[config.mk]
export PLATFORM = sky130hd
export DESIGN_NAME = alu_issue_ctrl
export DESIGN_NICKNAME = d
export VERILOG_FILES = /design/src/rtl/alu_issue_ctrl.sv
export SDC_FILE = /design/constraint.sdc
export NUM_CORES = 1
export LEC_CHECK = 0
export ABC_AREA = 1
export BUFFER_PORTS_ARGS = -buffer_cell sky130_fd_sc_hd__clkbuf_2
export CORE_MARGIN = 2
export CORE_UTILIZATION = 38
export DETAILED_ROUTE_END_ITERATION = 16
export HOLD_SLACK_MARGIN = 0.05
export PLACE_DENSITY = 0.59
export SLEW_MARGIN = 10
export SYNTH_ARGS = -nofsm -noshare
export SYNTH_HDL_FRONTEND = slang
export SYNTH_SLANG_ARGS = --single-unit
[constraint.sdc]
create_clock -name clk -period 4.1 [get_ports clk]
set_input_delay 0.41 -clock clk [delete_from_list [all_inputs] [get_ports clk]]
set_output_delay 0.41 -clock clk [all_outputs]
set_load 0.03 [all_outputs]
[src/rtl/alu_issue_ctrl.sv]
// alu_issue_ctrl
//   Queues 16-bit ALU commands in a small FIFO, issues them one at a time
//   onto registered alu16 operand/opcode lines, captures the combinational
//   alu16 result one cycle later, and holds it until the downstream side
//   takes it. Completed result handshakes are counted modulo 256.
//
// Ports
//   clk        in   sole clock, rising edge
//   rst_n      in   synchronous active-low reset
//   cmd_valid  in   upstream command present
//   cmd_ready  out  FIFO has room (from registered occupancy only)
//   cmd_a      in   [15:0] operand for alu16 i0
//   cmd_b      in   [15:0] operand for alu16 i1
//   cmd_op     in   [1:0]  opcode for alu16 op
//   alu_i0     out  [15:0] registered operand to alu16 i0
//   alu_i1     out  [15:0] registered operand to alu16 i1
//   alu_op     out  [1:0]  registered opcode to alu16 op
//   alu_y      in   [15:0] combinational alu16 result
//   alu_cout   in   combinational alu16 carry-out
//   res_valid  out  captured result available
//   res_ready  in   downstream accepts result
//   res_data   out  [15:0] captured alu_y
//   res_cout   out  captured alu_cout
//   ops_done   out  [7:0]  completed result handshakes, wraps at 256
module alu_issue_ctrl #(
    parameter int DEPTH = 4
) (
    input  logic        clk,
    input  logic        rst_n,
    input  logic        cmd_valid,
    output logic        cmd_ready,
    input  logic [15:0] cmd_a,
    input  logic [15:0] cmd_b,
    input  logic [1:0]  cmd_op,
    output logic [15:0] alu_i0,
    output logic [15:0] alu_i1,
    output logic [1:0]  alu_op,
    input  logic [15:0] alu_y,
    input  logic        alu_cout,
    output logic        res_valid,
    input  logic        res_ready,
    output logic [15:0] res_data,
    output logic        res_cout,
    output logic [7:0]  ops_done
);

    localparam int PW = (DEPTH > 1) ? $clog2(DEPTH) : 1;
    localparam int CW = $clog2(DEPTH + 1);

    typedef enum logic [1:0] {
        ST_IDLE = 2'd0,
        ST_EXEC = 2'd1,
        ST_WAIT = 2'd2
    } state_t;

    typedef struct packed {
        logic [15:0] a;
        logic [15:0] b;
        logic [1:0]  op;
    } cmd_t;

    state_t          state_q, state_d;
    cmd_t            mem_q [DEPTH];
    logic [PW-1:0]   wr_ptr_q, wr_ptr_d;
    logic [PW-1:0]   rd_ptr_q, rd_ptr_d;
    logic [CW-1:0]   count_q, count_d;
    logic [15:0]     alu_i0_q, alu_i0_d;
    logic [15:0]     alu_i1_q, alu_i1_d;
    logic [1:0]      alu_op_q, alu_op_d;
    logic            res_valid_q, res_valid_d;
    logic [15:0]     res_data_q, res_data_d;
    logic            res_cout_q, res_cout_d;
    logic [7:0]      ops_done_q, ops_done_d;
    logic            push_s;
    logic            pop_s;
    logic            fifo_ne_s;
    cmd_t            head_s;

    // Ready depends only on registered occupancy: a pop on the same edge
    // never frees a slot for a push while full.
    assign cmd_ready = (count_q < CW'(DEPTH));
    assign fifo_ne_s = (count_q != '0);
    assign head_s    = mem_q[rd_ptr_q];

    assign alu_i0    = alu_i0_q;
    assign alu_i1    = alu_i1_q;
    assign alu_op    = alu_op_q;
    assign res_valid = res_valid_q;
    assign res_data  = res_data_q;
    assign res_cout  = res_cout_q;
    assign ops_done  = ops_done_q;

    // Next-state, issue and result-capture logic.
    always_comb begin
        state_d     = state_q;
        alu_i0_d    = alu_i0_q;
        alu_i1_d    = alu_i1_q;
        alu_op_d    = alu_op_q;
        res_valid_d = res_valid_q;
        res_data_d  = res_data_q;
        res_cout_d  = res_cout_q;
        ops_done_d  = ops_done_q;
        pop_s       = 1'b0;
        push_s      = cmd_valid && cmd_ready;

        case (state_q)
            ST_IDLE: begin
                if (fifo_ne_s) begin
                    pop_s   = 1'b1;
                    state_d = ST_EXEC;
                end else begin
                    state_d = ST_IDLE;
                end
            end
            ST_EXEC: begin
                res_data_d  = alu_y;
                res_cout_d  = alu_cout;
                res_valid_d = 1'b1;
                state_d     = ST_WAIT;
            end
            ST_WAIT: begin
                if (res_ready) begin
                    res_valid_d = 1'b0;
                    ops_done_d  = ops_done_q + 8'd1;
                    if (fifo_ne_s) begin
                        pop_s   = 1'b1;
                        state_d = ST_EXEC;
                    end else begin
                        state_d = ST_IDLE;
                    end
                end else begin
                    state_d = ST_WAIT;
                end
            end
            default: begin
                res_valid_d = 1'b0;
                state_d     = ST_IDLE;
            end
        endcase

        // Operands stay on the ALU lines until the next load.
        if (pop_s) begin
            alu_i0_d = head_s.a;
            alu_i1_d = head_s.b;
            alu_op_d = head_s.op;
        end else begin
            alu_i0_d = alu_i0_d;
        end
    end

    // FIFO pointer and occupancy update; pointers wrap as DEPTH is a power of two.
    always_comb begin
        wr_ptr_d = wr_ptr_q;
        rd_ptr_d = rd_ptr_q;
        count_d  = count_q;
        if (push_s) begin
            wr_ptr_d = wr_ptr_q + PW'(1);
        end else begin
            wr_ptr_d = wr_ptr_q;
        end
        if (pop_s) begin
            rd_ptr_d = rd_ptr_q + PW'(1);
        end else begin
            rd_ptr_d = rd_ptr_q;
        end
        case ({push_s, pop_s})
            2'b10:   count_d = count_q + CW'(1);
            2'b01:   count_d = count_q - CW'(1);
            default: count_d = count_q;
        endcase
    end

    // State, datapath and FIFO registers with synchronous reset.
    always_ff @(posedge clk) begin
        if (!rst_n) begin
            state_q     <= ST_IDLE;
            wr_ptr_q    <= '0;
            rd_ptr_q    <= '0;
            count_q     <= '0;
            alu_i0_q    <= 16'd0;
            alu_i1_q    <= 16'd0;
            alu_op_q    <= 2'd0;
            res_valid_q <= 1'b0;
            res_data_q  <= 16'd0;
            res_cout_q  <= 1'b0;
            ops_done_q  <= 8'd0;
            for (int i = 0; i < DEPTH; i++) begin
                mem_q[i] <= '0;
            end
        end else begin
            state_q     <= state_d;
            wr_ptr_q    <= wr_ptr_d;
            rd_ptr_q    <= rd_ptr_d;
            count_q     <= count_d;
            alu_i0_q    <= alu_i0_d;
            alu_i1_q    <= alu_i1_d;
            alu_op_q    <= alu_op_d;
            res_valid_q <= res_valid_d;
            res_data_q  <= res_data_d;
            res_cout_q  <= res_cout_d;
            ops_done_q  <= ops_done_d;
            if (push_s) begin
                mem_q[wr_ptr_q] <= '{a: cmd_a, b: cmd_b, op: cmd_op};
            end
        end
    end

endmodule

* Word level (Yosys, flattened, before mapping)
Memory sizes are Yosys's and may differ from the RTL's. A register that Yosys moved wholly into a read port is not among the register bits.
Cells that the tools add are included.
** Storage, ports and cells
- Register bits :: 35
- Memories :: 1
- Memory bits (writable) :: 136
** Cells by class
- Reduce and logical (&&, ||, !) cells :: 8
- $lt $le $gt $ge :: 1
- Bitwise logic cells :: 1
- Equality and inequality tests :: 5
- $add $sub $neg :: 5
- Multiplexer cells :: 16
** Memories
- mem_q :: depth 4, bits a word 34, read ports 1, clocked after memory_dff 1, wr ports 4, RTL line 63 : cmd_t mem_q [DEPTH];
** Operators with widths (number)
- $mux 34 :: 1
- $reduce_or 34->1 :: 1
- $mux 1 :: 9
- $add 8x1->8 const B :: 1
- $pmux 2 s3 :: 1
- $pmux 3 s2 :: 1
- $add 2x1->2 const B :: 2
- $eq 2x1->1 const B :: 2
- $eq 2x2->1 const B :: 2
- $mux 2 :: 2
- $reduce_and 2->1 :: 2
- $add 3x1->3 const B :: 1
- $lt 3x3->1 const B :: 1
- $pmux 1 s3 :: 1
- $reduce_bool 3->1 :: 1
- $sub 3x1->3 const B :: 1
- $logic_not 2->1 :: 1
- $ne 2x2->1 const B :: 1
- $pmux 1 s2 :: 1
- $reduce_bool 2->1 :: 1
- $logic_and 1x1->1 :: 1
- $logic_not 1->1 :: 1
- $not 1->1 :: 1

* Longest topological paths before layout
Gate-level depths: netlist of the first run.
- Depth in word-level cells :: 7
- Mapped depth :: 13
- Gate-level depth less buffers :: 12

* Worst setup path before layout of the first run
OpenSTA, ideal clock, no wires.
- Kind :: flip-flop to flip-flop
- From :: register count_q[2]
- To :: memory mem_q[3][0] in the netlist's numbering, enable pin
- Cell stages (with the launch flop) :: 6
- Setup slack :: 0.398 ns
- Arrival :: 3.227 ns
- Clock period less this slack :: 3.702 ns
- Data required time :: 3.625 ns
- Setup time :: 0.475 ns
- Cells stage by stage :: dfxtp_1 inv_2 nand2_2 inv_2 nand2_1 o21ai_0
** RTL lines
- start: declaration :: RTL line 66 : logic [CW-1:0] count_q, count_d;
- start signal: assignment :: RTL line 194 : count_q <= count_d;
- end: declaration :: RTL line 63

* Worst setup path after layout of the first run
- From :: register count_q[0]
- To :: register count_q[2]
** On the way
- Word-level cells in the longest chain between the ends :: 6
- Elaborated cells between the ends (all ways) :: 12
** Ends and longest elaborated chain
- $reduce_bool 3->1 :: RTL line 82 : assign fifo_ne_s = (count_q != '0);
- $mux 1 :: RTL line 108, 125
- $mux 1 :: RTL line 122 : if (res_ready) begin
- $pmux 1 s2 :: RTL line 106 : case (state_q)
- $eq 2x1->1 or $eq 2x2->1 (tied branches) :: RTL line 166 : case ({push_s, pop_s})
- $pmux 3 s2 or $reduce_bool 2->1 (tied branches)
Parallel ways exist; a longest one is shown, timed or not.
A chain may end at the register's enable or synchronous reset.

==> results, run 1 <==
- Setup total negative slack on the finished layout was measured at 0 ns.
- The worst endpoint required time is roughly 4.5 ns.
- The HPWL reported at the end of detailed placement is between 10,000 and 15,000 µm.
- The clock network accounts for 27.8% of the total power.
- The tightest min-delay check is of the input pin to register type.
- The run finished with clean final reports.
- The max-capacitance violation count is 0.
- The die covers 0.0246 mm².
- The final antenna diode count is 0.
- Measured along the y axis, the die boundary spans between 150 and 200 µm.
- After clock tree synthesis, the repair step resized 0 gates.
- The congestion estimate from routability-driven global placement came to 0.722.
- In this run, synthesis produced a sequential element count of between 200 and 250.
- In this run the power density over the cells is 658 mW/mm².
- Using the TritonRoute via totals, the vias-per-cell ratio works out to 4.58.
- Headroom to the max-slew limit came out at 17.4%.
- Counting cells, the worst reg-to-reg path comes to 12.
- The kind of critical path is register to register.
- For the pin with the worst max-slew slack, the measured transition is around 1.2 ns.
- Yosys printed 0 warnings.
- The global-route total usage across every layer is 16.7%.
- The clock skew is approximately 0.011 ns.
- The synthesized instance count is 953.
- Along the worst hold path, the cell count comes to 3.
- After clock tree synthesis, the flow added hold-fix buffers numbering 0.
- The number of global-route vias before repair is 6,246.
- Of the post-synthesis cell area, the dominant cell type holds 46.0%.
- The initial utilization of the core area, before any placement, comes to approximately 39%.
- The standby leakage power is between 4 and 5 nW.
- The growth of design area from synthesis to finish is 16.9%.
- In this run, flip-flops and latches consume approximately two fifths of the power.
- The filler cells instantiated in the layout total approximately 2,200.
- Combinational logic burns 32.5% of the power.
- The post-detailed-route count of antenna-violating nets is 0.
- Along the worst path, the maximum fanout reaches 37.
- For this design, the sink count on the clock tree is approximately 210.
- Detailed routing inserted a total of 6,334 vias.
- The clock latency on the worst-skew pair is ~0.5 ns.
- The element type at the critical path end is a register.
- The root buffer cell is clkbuf_16.
- Wires add up to 20,200 µm.
- The count of final hold-check violations is 0.
- The CTS tree is built.
- The analysis attributes to net switching a power of 0.00255 W.
- The part of the Yosys area used for sequential elements is approximately three fifths.
- The timing-limited maximum frequency is 460 MHz.
- After detailed routing, the average wire length per cell comes to 14.6 µm.
- The number of nets handed over by synthesis was 1,011.
- The number of buffer cells added on primary ports is 115.
- For this block, the initial DRC count from the detailed router was 292.
- For this run, the post-layout net count is 1,111.
- By count the netlist is led by 357 x nor2_1, 136 x edfxtp_1, 109 x o21ai_0, 81 x inv_1, 69 x dfxtp_1.
- For the worst setup path, the data arrival time is approximately 2.6 ns.
- The worst path in the final design needs a cycle of 2.17 ns, including I/O delays and setup.
- The maximum number of pins on one net before global-route repair is between 70 and 80.
- The initial antenna violation count was 0.
- The first detailed-routing pass took 4 iterations.
- The commonest register cell after synthesis is edfxtp_1.
- The setup violation total in the final timing report is 0.
- The proportion of layout cells with a drive suffix above 1 is 20.0%.
- The clock-pin slew on the worst setup and hold paths is about 0.060 ns.
- The number of library cell types mapped by synthesis is 31.
- CTS built an H-tree with a depth of 1.
- In this run switching power makes up roughly 37% of total power.
- In the synthesized netlist the async set-or-reset flop fraction comes to 0%.
- The I/O pin count is 116.
- Ranked by total cell area, the synthesized netlist is headed by edfxtp_1 46%, dfxtp_1 16%, nor2_1 15%.
- The cell area after technology mapping is 0.00888 mm².
- The internal portion of the total power is between 0.004 and 0.005 W.
- Across all hold checks on the routed design, the worst slack comes to 0.159 ns.
- The critical path launch point type is a register.
- The placeable core region is 0.0228 mm².
- The final clock period utilization by the worst path is between 50% and 60%.
- The die is between 150 and 200 µm wide.
- In this run the post-CTS setup repair buffer count came out at 0.
- The overflow left after global routing is 0.
- In this run the core area contains 55 standard-cell rows.
- The multi-input combinational cells in the finished layout cover a total of between 0.002 and 0.003 mm².
- Across the whole layout, storage elements account for 0.00547 mm².
- Setup repair after global routing left no endpoint under its margin.
- The number of max-slew violations in the final report was 0.
- The top cell type by total area after synthesis is edfxtp_1.
- In this run, synthesis inferred 136 flip-flops with an integrated enable.
- After synthesis, the mean cell area works out to ~9.3 µm².
- Buffers inserted during clock tree synthesis total 23.
- The maximum number of buffers from clock root to sink is 3.
- The worst-case IR drop observed on VDD is 0.307 mV.
- In the routed design, unresolved DRC markers number 0.
- The most frequent cell after synthesis is nor2_1.
- The first global-routing pass estimated 32,400 µm of wire.
[state kept, by name (all words and copies together), names as in the netlist]
signal,count
res_cout,1
state_q,2
res_data,16
ops_done,8
rd_ptr_q,2
mem_q,136
res_valid,1
alu_op,2
alu_i1,16
count_q,3
wr_ptr_q,2
alu_i0,16
[per-layer routing]
metal / global-route usage, % / vias up / part of all wire [%]
li1: - / 3251 / -
met1: 21.6 / 2943 / 45
met2: 29.1 / 114 / 49
met3: 2.66 / 26 / 4.1
met4: 4.46 / 0 / 1.6
met5: 0 / - / 0
[through the flow]
step,util (%),power (W),setup slack [ns],instances,area [µm²]
after floorplan,-,0.00442,0.398,953,8880
after global placement,42.5,0.00498,1.86,1341,9690
after global routing,45.6,0.00729,1.66,1382,10400
after detailed placement,42.5,0.00501,1.83,1341,9690
final,45.6,0.00684,1.93,1382,10400
after CTS,45.6,0.00693,1.89,1382,10400
[cells by family after synthesis]
group,share of synthesized area [%]
simple gates,22.4
flops,61.5
compound gates,8.37
buf+inv,7.03
fa+ha+maj,0.507
xor+xnor,0.197
[power groups by stage]
stage	combinational, W	clock (W)	sequential [W]
6_report	0.00222	0.00190	0.00272
4_1_cts	0.00227	0.00194	0.00272
5_1_grt	0.00251	0.00203	0.00275
2_1_floorplan	0.00134	0	0.00308
3_3_place_gp	0.00222	0	0.00276
3_5_place_dp	0.00225	0	0.00276
[worst max-delay path: stages (launching register included)]
cell     delay, ns
dfxtp_1       0.35
inv_1         0.09
nand3_2       0.08
inv_1         0.07
nor2_4        0.07
buf_4         0.36
ha_1          0.24
inv_1         0.07
fa_1          0.38
nand2_1       0.08
nand3_1       0.09
o21ai_0       0.15
a21oi_1       0.05
[layout make-up]
cell class,instances,area share (%)
clock buffers,34,6.33
clock inverters,7,0.398
inverters,95,3.43
multi-input cells,604,27.2
flip-flops and latches,205,52.7
well taps,313,3.77
repair buffers,124,6.19
[worst paths after layout]
path | startpoint | to | slack [ns]
setup / recovery | count_q[0]$_SDFFE_PN0P_ | count_q[2]$_SDFFE_PN0P_ | 1.93
setup reg to reg | count_q[0]$_SDFFE_PN0P_ | count_q[2]$_SDFFE_PN0P_ | 1.93
hold / removal | alu_y[0] | res_data[0]$_SDFFE_PN0P_ | 0.16
hold reg to reg | count_q[0]$_SDFFE_PN0P_ | count_q[0]$_SDFFE_PN0P_ | 0.47
[cell usage in the layout (no fill, tap or decap), drive strengths merged]
master,netlist,layout
a211oi,1,1
dfxtp,69,69
xor2,2,2
inv,93,94
a21oi,13,13
o211ai,1,1
nand4,4,4
buf,30,9
o21a,2,2
o21ai,128,128
nand2,55,55
clkbuf,19,149
ha,2,2
fa,1,1
clkinv,2,8
nand3,6,6
nor2,389,389
edfxtp,136,136
No activity file was read; power rests on OpenSTA's default activity.
==> run 2, diff against run 1 <==
Settings changed: ABC_AREA 1 to 0, PLACE_DENSITY 0.59 to 0.62.
Clock period 4.1 ns to 1.9 ns, I/O delays scaled along.
==> results, run 2 <==
- The run finished with clean final reports.
- The final layout net count is 854 (-23%).
- The area share of the leading cell type in the synthesized netlist is 47.6% (+1.7 points).
- The synthesized instance count came to 618 (-35%).
- The initial detailed-routing violation count was 244 (-16%).
- The number of design rule violations left after detail routing was 0 (unchanged).
- The final clock period utilization by the worst path is 98.6% (+46 points).
- The final standard cell count with taps included and fillers excluded is 1,092 (-21%).
- The average routed wire per standard cell is 18.0 µm (+23%).
- The total number of H-tree levels came to 1 (unchanged).
- The die footprint is 0.0238 mm² (-3.4%).
- The share of flip-flops with an asynchronous set or reset after synthesis is 0% (unchanged).
- The biggest area contributor in the post-synthesis netlist is edfxtp_1.
- The core utilization of the finished layout is 49.3% (+3.7 points).
- The number of clock sinks is 205 (unchanged).
- The number of global-route vias before repair is 5,858 (-6.2%).
- The minimum hold slack came to 0.0754 ns (-0.0840 ns).
- The total routed wirelength is 19,700 µm (-2.4%).
- The worst ir drop on vdd was 0.675 mV (+120%).
- The clock-pin slew on the worst setup and hold paths is 0.06 ns (about the same).
- The setup violation total in the final timing report is 0 (unchanged).
- The transition time at the pin with the least slew margin is 0.728 ns (-0.503 ns).
- The initial core utilization is 39.0% (+0.048 points).
- The number of flip-flops in the largest register came to 136 (unchanged).
- The tightest slew margin relative to the limit came to 50.7% (+33 points).
- The standby leakage power was 4.26 nW (-1.8%).
- The maximum number of pins on one net before global-route repair is 38 (-46%).
- The post-layout worst setup margin is 0.0267 ns (-1.90 ns).
- The buffering stage count on the worst path with inverters included was 1 (-3).
- The post-synthesis average cell area was 13.9 µm² (+49%).
- The number of placed cells counting well taps is 998 (-26%).
- The worst endpoint required time is 2.31 ns (-2.18 ns).
- The part of the Yosys area used for sequential elements came to 63.8% (+2.2 points).
- The CTS tree is built.
- The number of library cell types mapped by synthesis is 40 (+29%).
- The final antenna diode count is 0 (unchanged).
- The library cell used most frequently in the layout, excluding fill and tap cells, is edfxtp_1.
- The library cell contributing the largest single delay on the critical path is fa_2.
- The area growth from synthesis to layout is 26.3%.
- The timing-limited maximum frequency is 534 MHz (+16%).
- The register with the most flip-flops is mem_q.
- The min-delay analysis places its worst path in the category input pin to register.
- The critical path arrival is 2.29 ns (-0.27 ns).
- The I/O pin count is 116 (unchanged).
- The proportion of layout cells with a drive suffix above 1 was 29.8% (+9.8 points).
- For this run, the leading register cell type out of synthesis is edfxtp_1.
- The critical-path maximum fanout is 2 (-95%).
- The overflow left after global routing was 0 (unchanged).
- The die width is 154 µm (-1.7%).
- The clock latency on the worst-skew pair is 0.50 ns (about the same).
- The synthesized flop and latch total is 205 (unchanged).
- The HPWL reported at the end of detailed placement is 11,800 µm (+2.4%).
- The max-capacitance violation count came to 0 (unchanged).
- Leaving out fill and tap cells, the most frequent cells in the layout are 136 x edfxtp_1, 114 x clkbuf_2, 102 x and2_1.
- The critical path in this run is classified as register to register.
- The row count is 54 (-1.8%).
- The maximum number of buffers from clock root to sink was 3 (unchanged).
- The shortest period the worst path allows is 1.87 ns (-0.299 ns).
- The filler cell count in the final layout came to 1,891 (-15%).
- The via count came to 5,494 (-13%).
- The signal on the critical path passes through and2b_4 -> nor3_4 -> ha_4 -> inv_2 -> fa_2 -> xor2_1 -> or3_1 -> a21oi_1.
- By area the synthesized netlist is led by edfxtp_1 48%, dfxtp_1 16%, mux4_2 8.9%.
- The power per standard cell area is 1290 mW/mm² (+96%).
- The number of warning messages in the yosys log is 0 (unchanged).
- The total nets after synthesis came to 676 (-33%).
- Setup repair after global routing could not meet its margin everywhere.
- The peak per-stage delay on the critical path is 0.32 ns (-0.06 ns).
- The placeable core region is 0.0220 mm² (-3.6%).
- The global-route total usage across every layer came to 17.0% (+0.27 points).
- The vertical extent of the die is 154 µm (-1.7%).
- The number of enable flip-flop cells after synthesis came to 136 (unchanged).
- The cell area after technology mapping is 0.00857 mm² (-3.5%).
- The count of final hold-check violations is 0 (unchanged).
- The element type at the critical path end is a register.
- The post-detailed-route count of antenna-violating nets came to 0 (unchanged).
- In the post-synthesis netlist, the cell with the most instances is edfxtp_1.
- The tree is rooted in a clkbuf_16.
- The clock buffer count from CTS is 22 (-4.3%).
- The number of max-slew violations in the final report is 0 (unchanged).
- The global-route wire length before repair was 31,800 µm (-1.8%).
- The routed via count divided by cell count is 5.03 (+9.8%).
- The worst setup timing slack at the placement stage came to -0.0155 ns (-1.84 ns).
- Broken down by cell family, the worst path's largest delay share belongs to simple AND/OR/NAND/NOR gates.
- STA classifies the critical path startpoint as a register.
- The initial antenna violation count came to 0 (unchanged).
- The last weighted congestion value of the routability-driven placer was 0.706 (-2.2%).
- The number of buffer cells added on primary ports is 115 (unchanged).
- The clock skew came to 0.0176 ns (+0.00671 ns).
- Ranked by instance count, the synthesized netlist is headed by 136 x edfxtp_1, 102 x and2_1, 72 x nand2_1, 69 x dfxtp_1, 35 x and3_1.
- The count of TritonRoute iterations in the first routing pass is 4 (unchanged).
-- run 2: timing repair --
| action | 4_1_cts | 5_1_grt |
|---|---|---|
| hold buffers | 51 | 0 |
| gates cloned | 0 | 0 |
| pin swaps | 2 | 1 |
| buffers inserted | 2 | 1 |
| endpoints found under the setup margin | 1 | 1 |
| gates resized for setup | 2 | 1 |
| endpoints found under the hold margin | 141 | 0 |
-- run 2: final cells by class --
class | instances | area, µm² | share of cell area, %
sequential | 205 | 5470 | 50.5
multi-input combinational | 361 | 2890 | 26.7
timing repair buffer | 199 | 1400 | 13.0
clock buffer | 28 | 604 | 5.58
tap | 280 | 350 | 3.23
clock inverter | 12 | 85.1 | 0.786
inverter | 7 | 28.8 | 0.266
-- run 2: worst paths after layout --
| path | cells past startpoint | start | endpoint | slack (ns) |
|---|---|---|---|---|
| min | 3 | rst_n | ops_done[6]$_SDFFE_PN0P_ | 0.08 |
| min reg2reg | 2 | res_data[7]$_SDFFE_PN0P_ | res_data[7]$_SDFFE_PN0P_ | 0.46 |
| max reg2reg | 8 | state_q[1]$_SDFF_PN0_ | count_q[2]$_SDFFE_PN0P_ | 0.03 |
| max | 8 | state_q[1]$_SDFF_PN0_ | count_q[2]$_SDFFE_PN0P_ | 0.03 |
-- run 2: cell families (layout without fill, tap and decap cells) --
logic type | count (synthesis) | after routing | synth area share, %
AOI/OAI and AO/OA | 68 | 68 | 5.63
DFF | 205 | 205 | 63.8
buffers and inverters | 52 | 246 | 3.27
and+or+nand+nor | 246 | 246 | 16.8
xor gates and xnor gates | 6 | 6 | 0.613
muxes | 38 | 38 | 9.40
adders and majority gates | 3 | 3 | 0.525
-- run 2: per-stage QoR --
step                instance area (µm²)  setup TNS [ns]  power (W)
floorplan                          8620          -20.09    0.00882
global placement                   9600               0    0.00985
detailed placement                 9600         -0.0155    0.00996
CTS                               10800               0     0.0141
global route                      10800         -0.0882     0.0147
finish                            10800               0     0.0140
-- run 2: metal layers --
| layer | vias up | GRT usage [%] | wire length [µm] |
|---|---|---|---|
| li1 | 2613 | - | - |
| met1 | 2708 | 21.3 | 8160 |
| met2 | 139 | 30.2 | 10100 |
| met3 | 34 | 2.77 | 1030 |
| met4 | 0 | 5.25 | 431 |
| met5 | - | 0 | 0 |
-- run 2: where the power goes --
group          switching (W)  internal [W]  leakage, nW
sequential          0.000334       0.00556         1.98
combinational        0.00240       0.00163         1.94
clock                0.00168       0.00238        0.344
-- run 2: worst register-to-register path, delay by kind of cell (launching register included) --
family / cells / cell delay [ns]
fa+ha+maj: 2 / 0.49
simple gates: 3 / 0.69
xor+xnor: 1 / 0.15
buf+inv: 1 / 0.03
compound gates: 1 / 0.13
flops: 1 / 0.31
==> run 3, diff against run 2 <==
Settings changed: GPL_ROUTABILITY_DRIVEN set to 0, PLACE_DENSITY 0.62 to not set.
==> results, run 3 (synthesis gave the netlist of run 2 again) <==
- The global-route total usage across every layer is 16.8% (-0.22 points).
- The worst setup timing slack at the placement stage came to 0.00923 ns (+0.0247 ns).
- The post-detailed-route count of antenna-violating nets is 0 (unchanged).
- The number of design rule violations left after detail routing was 0 (unchanged).
- The die width came to 154 µm (unchanged).
- The critical path arrival is 2.30 ns (about the same).
- The worst ir drop on vdd is 0.627 mV (-7.1%).
- The worst endpoint required time was 2.33 ns (+0.02 ns).
- The final layout net count was 852 (-0.23%).
- The final design area excluding fillers is 0.0109 mm² (+0.50%).
- The initial antenna violation count is 0 (unchanged).
- The number of clock sinks is 205 (unchanged).
- The die footprint is 0.0238 mm² (unchanged).
- The area taken by flip-flops and latches is 0.00547 mm² (about the same).
- The library cell used most frequently in the layout, excluding fill and tap cells, is edfxtp_1.
- The total number of H-tree levels came to 1 (unchanged).
- The critical-path maximum fanout was 2 (unchanged).
- The global-route wire length before repair came to 31,100 µm (-2.2%).
- The placeable core region is 0.0220 mm² (unchanged).
- The final clock period utilization by the worst path was 98.5% (about the same).
- The max-capacitance violation count is 0 (unchanged).
- The standby leakage power is 4.28 nW (+0.51%).
- The number of global-route vias before repair is 5,663 (-3.3%).
- The average routed wire per standard cell was 18.4 µm (+2.0%).
- Setup repair after global routing could not meet its margin everywhere.
- The worst setup path is captured at a register.
- In this run the worst hold path is classified as input pin to register.
- The transition time at the pin with the least slew margin is 0.681 ns (-0.0476 ns).
- The final antenna diode count is 0 (unchanged).
- The kind of critical path is register to register.
- The clock-pin slew on the worst setup and hold paths came to 0.06 ns (about the same).
- The peak per-stage delay on the critical path came to 0.33 ns (about the same).
- The area after detailed placement is 0.00960 mm² (about the same).
- The post-layout worst setup margin is 0.0282 ns (+0.00157 ns).
- The signal on the critical path passes through and2b_4 -> nor3_4 -> ha_4 -> inv_2 -> fa_2 -> xor2_1 -> or3_1 -> a21oi_1.
- The clock latency on the worst-skew pair is 0.49 ns (about the same).
- The register with the most flip-flops is mem_q.
- The timing-limited maximum frequency came to 534 MHz (about the same).
- The maximum number of buffers from clock root to sink is 3 (unchanged).
- The setup violation total in the final timing report came to 0 (unchanged).
- The count of final hold-check violations was 0 (unchanged).
- The count of TritonRoute iterations in the first routing pass is 4 (unchanged).
- The clock skew is 0.00640 ns (-0.0112 ns).
- The I/O pin count came to 116 (unchanged).
- The shortest period the worst path allows is 1.87 ns (-0.00157 ns).
- The area of the multi-input gates is 0.00289 mm² (unchanged).
- The filler cell count in the final layout is 1,855 (-1.9%).
- CTS placed an instance of clkbuf_16 at the clock tree root.
- The initial core utilization is 39.0% (unchanged).
- The total routed wirelength is 20,000 µm (+1.8%).
- The slowest stage of the critical path is the fa_2 cell.
- The overflow left after global routing is 0 (unchanged).
- The number of flip-flops in the largest register is 136 (unchanged).
- The vertical extent of the die is 154 µm (unchanged).
- The proportion of layout cells with a drive suffix above 1 is 29.3% (-0.54 points).
- The via count is 5,534 (+0.73%).
- In the layout the commonest cells are 136 x edfxtp_1, 114 x clkbuf_2, 102 x and2_1.
- The critical path launch point type is a register.
- The sum of internal, switching and leakage power is 0.0143 W (+2.5%).
- The HPWL reported at the end of detailed placement is 11,800 µm (+0.16%).
- The number of max-slew violations in the final report is 0 (unchanged).
- The row count was 54 (unchanged).
- TritonCTS built the clock tree.
- The routed via count divided by cell count came to 5.08 (+0.91%).
- The maximum number of pins on one net before global-route repair is 59 (+55%).
- The clock buffer count from CTS is 22 (unchanged).
- The growth of design area from synthesis to finish is 27.0%.
- The initial detailed-routing violation count is 323 (+32%).
- The run finished with clean final reports.
- The number of buffer cells added on primary ports is 115 (unchanged).
- The tightest slew margin relative to the limit was 54.6% (+3.9 points).
- The power per standard cell area is 1320 mW/mm² (+2.0%).
run 3: changes by cell type in the layout (fill, tap and decap cells not counted), sizes merged:
cell         previous run  this run
buf                    34        31
bufinv                  1         3
clkinv                 10         8
clkbuf                142       143
clkinvlp                1         0
dlygate4sd3            51        52
run 3: through the flow:
step	hold WS (ns)	TNS [ns]	utilization (%)	cells
4_1_cts	0.0791	0	49.5	1090
3_5_place_dp	0.424	0	43.7	996
2_1_floorplan	0.326	-20.09	-	618
3_3_place_gp	0.416	0	43.7	996
5_1_grt	0.119	-0.0496	49.6	1090
6_report	0.0990	0	49.6	1090
run 3: routing by layer:
metal | wire length, µm | track usage [%]
met1 | 8540 | 21.4
met2 | 10300 | 29.9
met3 | 865 | 2.52
met4 | 351 | 4.63
met5 | 0 | 0
run 3: what timing repair did:
item / in CTS / in global routing
hold endpoints to repair: 144 / 0
gates resized for setup: 0 / 1
hold buffers: 52 / 0
endpoints found under the setup margin: 1 / 1
pin swaps: 2 / 1
setup buffers: 2 / 0
run 3: power by group:
part	leakage, nW	switching, W	internal [W]
registers	1.98	0.000353	0.00556
clock network	0.372	0.00167	0.00269
logic	1.93	0.00242	0.00164
run 3: cell type report:
type                            count  share of cell area [%]
Sequential cell                   205                    50.2
Multi-Input combinational cell    361                    26.5
Timing Repair Buffer              197                    12.9
Clock buffer                       29                    5.68
Tap cell                          280                    3.22
Clock inverter                     11                    1.17
Inverter                            7                   0.264
run 3: path summary, 6_finish.rpt:
kind | start | endpoint | slack, ns | depth (start not counted)
setup / recovery | state_q[1]$_SDFF_PN0_ | count_q[2]$_SDFFE_PN0P_ | 0.03 | 8
hold / removal | res_ready | state_q[1]$_SDFF_PN0_ | 0.1 | 4
setup reg to reg | state_q[1]$_SDFF_PN0_ | count_q[2]$_SDFFE_PN0P_ | 0.03 | 8
hold reg to reg | res_data[7]$_SDFFE_PN0P_ | res_data[7]$_SDFFE_PN0P_ | 0.46 | 2
run 3: critical path, delay by kind of cell (launching register included):
family / cells / cell delay (ns)
fa+ha+maj: 2 / 0.50
compound gates: 1 / 0.12
buf+inv: 1 / 0.04
simple gates: 3 / 0.69
flops: 1 / 0.32
xor+xnor: 1 / 0.15
